File: src/rtl/fifo_wr_arbiter.sv
// fifo_wr_arbiter: round-robin arbiter sharing the async_fifo write port
// between N_REQ write-domain requesters. A grant is held for a whole burst,
// which ends on the owner's last beat or after MAX_BURST accepted beats.
// Beats are only accepted while the FIFO is not full, so nothing is dropped.
module fifo_wr_arbiter #(
    parameter int DATA_WIDTH = 8,
    parameter int N_REQ      = 4,
    parameter int MAX_BURST  = 8,
    parameter int CNT_WIDTH  = 4
) (
    input  logic                        wr_clk,
    input  logic                        wr_rst_n,
    input  logic [N_REQ-1:0]            req_valid,
    input  logic [N_REQ-1:0]            req_last,
    input  logic [N_REQ*DATA_WIDTH-1:0] req_data,
    output logic [N_REQ-1:0]            req_ready,
    input  logic                        fifo_full,
    output logic                        wr_en,
    output logic [DATA_WIDTH-1:0]       wr_data,
    output logic [N_REQ-1:0]            grant,
    output logic                        busy
);

    localparam int PTR_W = (N_REQ > 1) ? $clog2(N_REQ) : 1;

    typedef enum logic [0:0] {
        IDLE  = 1'b0,
        BURST = 1'b1
    } state_t;

    state_t                 state;
    state_t                 next_state;

    logic [N_REQ-1:0]       grant_q;
    logic [PTR_W-1:0]       owner_q;
    logic [PTR_W-1:0]       rr_ptr;
    logic [CNT_WIDTH-1:0]   beat_cnt;

    logic [PTR_W-1:0]       win_idx;
    logic                   burst_done;
    logic [DATA_WIDTH-1:0]  req_data_arr [N_REQ];

    // Unpack the flat requester data bus into one word per requester
    for (genvar g = 0; g < N_REQ; g++) begin : g_unpack
        assign req_data_arr[g] = req_data[g*DATA_WIDTH +: DATA_WIDTH];
    end

    // Round-robin search: first valid requester starting at rr_ptr, wrapping modulo N_REQ
    always_comb begin
        int  idx;
        logic found;
        idx     = 0;
        found   = 1'b0;
        win_idx = '0;
        for (int k = 0; k < N_REQ; k++) begin
            idx = (int'(rr_ptr) + k) % N_REQ;
            if (!found && req_valid[PTR_W'(idx)]) begin
                found   = 1'b1;
                win_idx = PTR_W'(idx);
            end
        end
    end

    // State register; reset abandons any burst in progress immediately
    always_ff @(posedge wr_clk or negedge wr_rst_n) begin
        if (!wr_rst_n) begin
            state <= IDLE;
        end else begin
            state <= next_state;
        end
    end

    // Next-state logic: arbitrate when anyone is valid, leave BURST on the final accepted beat
    always_comb begin
        next_state = state;
        case (state)
            IDLE: begin
                if (|req_valid) begin
                    next_state = BURST;
                end
            end
            BURST: begin
                if (burst_done) begin
                    next_state = IDLE;
                end
            end
            default: next_state = IDLE;
        endcase
    end

    // Output logic: only the owner sees ready, and both ready and the write are gated by fifo_full
    always_comb begin
        req_ready  = '0;
        wr_en      = 1'b0;
        wr_data    = '0;
        busy       = 1'b0;
        burst_done = 1'b0;
        if (state == BURST) begin
            busy      = 1'b1;
            req_ready = grant_q & {N_REQ{~fifo_full}};
            wr_en     = (|(grant_q & req_valid)) & ~fifo_full;
            if (wr_en) begin
                wr_data    = req_data_arr[owner_q];
                burst_done = req_last[owner_q] || ((int'(beat_cnt) + 1) == MAX_BURST);
            end
        end
    end

    assign grant = grant_q;

    // Grant, owner, round-robin pointer and beat counter bookkeeping
    always_ff @(posedge wr_clk or negedge wr_rst_n) begin
        if (!wr_rst_n) begin
            grant_q  <= '0;
            owner_q  <= '0;
            rr_ptr   <= '0;
            beat_cnt <= '0;
        end else begin
            case (state)
                IDLE: begin
                    if (|req_valid) begin
                        grant_q  <= {{(N_REQ-1){1'b0}}, 1'b1} << win_idx;
                        owner_q  <= win_idx;
                        beat_cnt <= '0;
                    end
                end
                BURST: begin
                    if (wr_en && (int'(beat_cnt) < MAX_BURST)) begin
                        beat_cnt <= beat_cnt + CNT_WIDTH'(1);
                    end
                    if (burst_done) begin
                        grant_q <= '0;
                        if (owner_q == PTR_W'(N_REQ - 1)) begin
                            rr_ptr <= '0;
                        end else begin
                            rr_ptr <= owner_q + PTR_W'(1);
                        end
                    end
                end
                default: begin
                    grant_q <= '0;
                end
            endcase
        end
    end

endmodule
File: config.mk
export PLATFORM = sky130hd
export DESIGN_NAME = fifo_wr_arbiter
export DESIGN_NICKNAME = d
export VERILOG_FILES = /design/src/rtl/fifo_wr_arbiter.sv
export SDC_FILE = /design/constraint.sdc
export NUM_CORES = 1
export LEC_CHECK = 0
export CAP_MARGIN = 30
export CORE_MARGIN = 8
export CORE_UTILIZATION = 33
export DETAILED_ROUTE_END_ITERATION = 10
export PLACE_DENSITY = 0.83
export REMOVE_ABC_BUFFERS = 1
export SLEW_MARGIN = 20
export SYNTH_ARGS = -nofsm -noshare
export SYNTH_HDL_FRONTEND = slang
export SYNTH_SLANG_ARGS = --single-unit
File: constraint.sdc
create_clock -name wr_clk -period 2 [get_ports wr_clk]
set_clock_uncertainty 0.05 [all_clocks]
set_input_delay 0.6 -clock wr_clk [delete_from_list [all_inputs] [get_ports wr_clk]]
set_output_delay 0.6 -clock wr_clk [all_outputs]
set_load 0.01 [all_outputs]
==> impl_metrics.json <==
{
  "outcome": "finished, violations left",
  "violations": "negative setup slack",
  "max_freq_mhz": 441.7,
  "internal_power_mw": 1.192,
  "core_um2": 2953,
  "antenna_found_initial": 0,
  "fill_cells": 259,
  "clock_latency_ns": 0.27,
  "p_clk_frac": 0.085,
  "crit_type": "input pin to output pin",
  "pre_cts_ws_ns": -0.8983,
  "wl_per_cell_um": 18.16,
  "required_ns": 1.35,
  "min_path_type": "flop to flop",
  "path_max_fanout": 4,
  "grt-ovfl-total": 0,
  "p_seq_frac": 0.260,
  "die_h_um": 70.90,
  "p_sw_mw": 0.6732,
  "critPathLaunchType": "input pin",
  "ys_seq_area_frac": 0.3270,
  "drv_cap": 0,
  "post_dp_cell_area_um2": 1778,
  "ios": 61,
  "hpwl_mm": 2.983,
  "rsz0062_at_grt": "true",
  "grt_pass1_vias": 1181,
  "grt_use_total": 0.1494,
  "drt-pass1-iter-count": 4,
  "arrival_ns": 1.61,
  "h-tree-depth": 1,
  "antenna_cells": 0,
  "nNetsFinal": 220,
  "yosysWarnings": 0,
  "finalCritPeriodShare": 1.132,
  "cts_buffer_depth": 2,
  "synthArstFlopShare": 1.000,
  "cts_buffers": 3,
  "peakVddDrop_uv": 489.5,
  "stdcell_count": 207,
  "synth_area_um2": 994.7,
  "synth_cell_types": 35,
  "power_density_nw_per_um2": 1012,
  "ys_ff_latch": 13,
  "drt-initial-drc-count": 51,
  "die_w_um": 70.90,
  "port-buffer-count": 60,
  "p_comb_frac": 0.654,
  "leakagePower_nw": 0.9124,
  "cts-root-buf": "clkbuf_4",
  "total_power_mw": 1.866,
  "grt_pass1_wl_mm": 6.120,
  "timing.final.ws_setup_ns": -0.2638,
  "drc": 0,
  "placedCellCount": 195,
  "final-setup-viol-count": 9,
  "cts_tree": "built",
  "fp.dieArea_um2": 5027,
  "tightest_slew_ns": 0.6001,
  "via_per_inst": 5.314,
  "rrSetupSlack_ns": 0.11,
  "end_kind": "output pin",
  "place.gp.congestion": 0.8420,
  "final_hold_viol_count": 0,
  "slew_violations": 0,
  "final_common_cell": "dlygate4sd2_1",
  "grt_max_degree": 14,
  "drive_above_1_share": 0.4195,
  "wl_mm": 3.760,
  "antenna_left": 0,
  "fin_crit_ns": 2.264,
  "vias": 1100,
  "clk_pin_slew_ns": 0.08,
  "rows": 20,
  "fin_tns_setup_ns": -2.203,
  "start_util": 0.3369,
  "final_area_um2": 1844,
  "area_growth_pct": 85.41,
  "syn_inst": 86,
  "syn_avg_cell_area_um2": 11.57,
  "final_cell_mix": "dlygate4sd2_1 (33), buf_4 (24), dfrtp_1 (13), buf_6 (12), mux4_2 (9)",
  "slew_headroom": 0.5987,
  "synth_edf_count": 0,
  "p_sw_frac": 0.3609,
  "ys.flop_type": "dfrtp_1",
  "clock_sinks": 13
}
## sequential cells by signal (all words and copies together) (netlist names)
signal	count
rr_ptr	2
state	1
beat_cnt	4
grant	4
owner_q	2
## path summary, 6_finish.rpt
path,from,end,depth (start not counted)
min in group asynchronous,wr_rst_n,state$_DFF_PN0_,1
max in group asynchronous,wr_rst_n,owner_q[0]$_DFFE_PN0P_,1
max reg2reg,owner_q[0]$_DFFE_PN0P_,rr_ptr[0]$_DFFE_PN0P_,5
min reg2reg,beat_cnt[0]$_DFFE_PN0P_,beat_cnt[0]$_DFFE_PN0P_,1
max,req_valid[0],wr_data[4],6
min,beat_cnt[0]$_DFFE_PN0P_,beat_cnt[0]$_DFFE_PN0P_,1
## layout make-up
cell class | instances | area [um2] | share of cell area
Timing Repair Buffer | 87 | 759.5 | 0.4118
Multi-Input combinational cell | 67 | 669.4 | 0.3630
Sequential cell | 13 | 325.3 | 0.1764
Tap cell | 33 | 41.29 | 0.02239
Clock buffer | 4 | 26.28 | 0.01425
Inverter | 2 | 15.01 | 0.008141
Timing Repair inverter | 1 | 7.507 | 0.004071
## cells by family (layout without fill, tap and decap cells)
kind of cell	after synthesis	count (layout)	share of synthesized area
DFF	13	13	0.3270
buffers and inverters	6	94	0.02891
AOI/OAI and AO/OA	21	21	0.1786
and+or+nand+nor	32	32	0.1962
muxes	12	12	0.2440
adders and majority gates	2	2	0.02515
## critical path: stages
cell	delay (ns)
buf_2	0.11
a22o_1	0.23
o21ai_4	0.22
clkinvlp_4	0.16
and2_1	0.15
buf_2	0.13
## cell usage after synthesis, types with 3 or more instances
cell,instances,area (um2)
and2_1,13,81.33
dfrtp_1,13,325.3
mux4_2,9,202.7
a32o_1,4,40.04
nor2_1,4,15.01
nor3b_1,4,30.03
nand2b_1,3,18.77
o21ai_0,3,15.01
## per-stage QoR
| step | hold WS, ns | util |
|---|---|---|
| 2_1_floorplan | 0.2544 | - |
| 3_3_place_gp | 0.4508 | 0.6021 |
| 3_5_place_dp | 0.4754 | 0.6021 |
| 4_1_cts | 0.4900 | 0.6110 |
| 5_1_grt | 0.5100 | 0.6246 |
| 6_report | 0.4915 | 0.6246 |
## what timing repair did
action | in CTS | in global routing
hold buffers | 0 | 0
endpoints found under the setup margin | 13 | 11
buffers inserted | 5 | 2
gates cloned | 1 | 0
resized for setup | 125 | 8
pin swaps | 12 | 10
## metal layers
metal	up-vias	GRT usage	share of wire
li1	511	-	-
met1	518	0.1861	0.45
met2	69	0.2369	0.42
met3	2	0.06497	0.12
met4	0	0.02079	0.0082
met5	-	0	0
## power by group through the flow
stage	Combinational (mW)	Clock (mW)	Sequential, mW
finish	1.22	0.159	0.486
global route	1.32	0.180	0.498
CTS	1.19	0.166	0.484
detailed placement	1.11	0	0.490
global placement	1.07	0	0.478
floorplan	0.524	0	0.516
No activity file was read; power rests on OpenSTA's default activity.
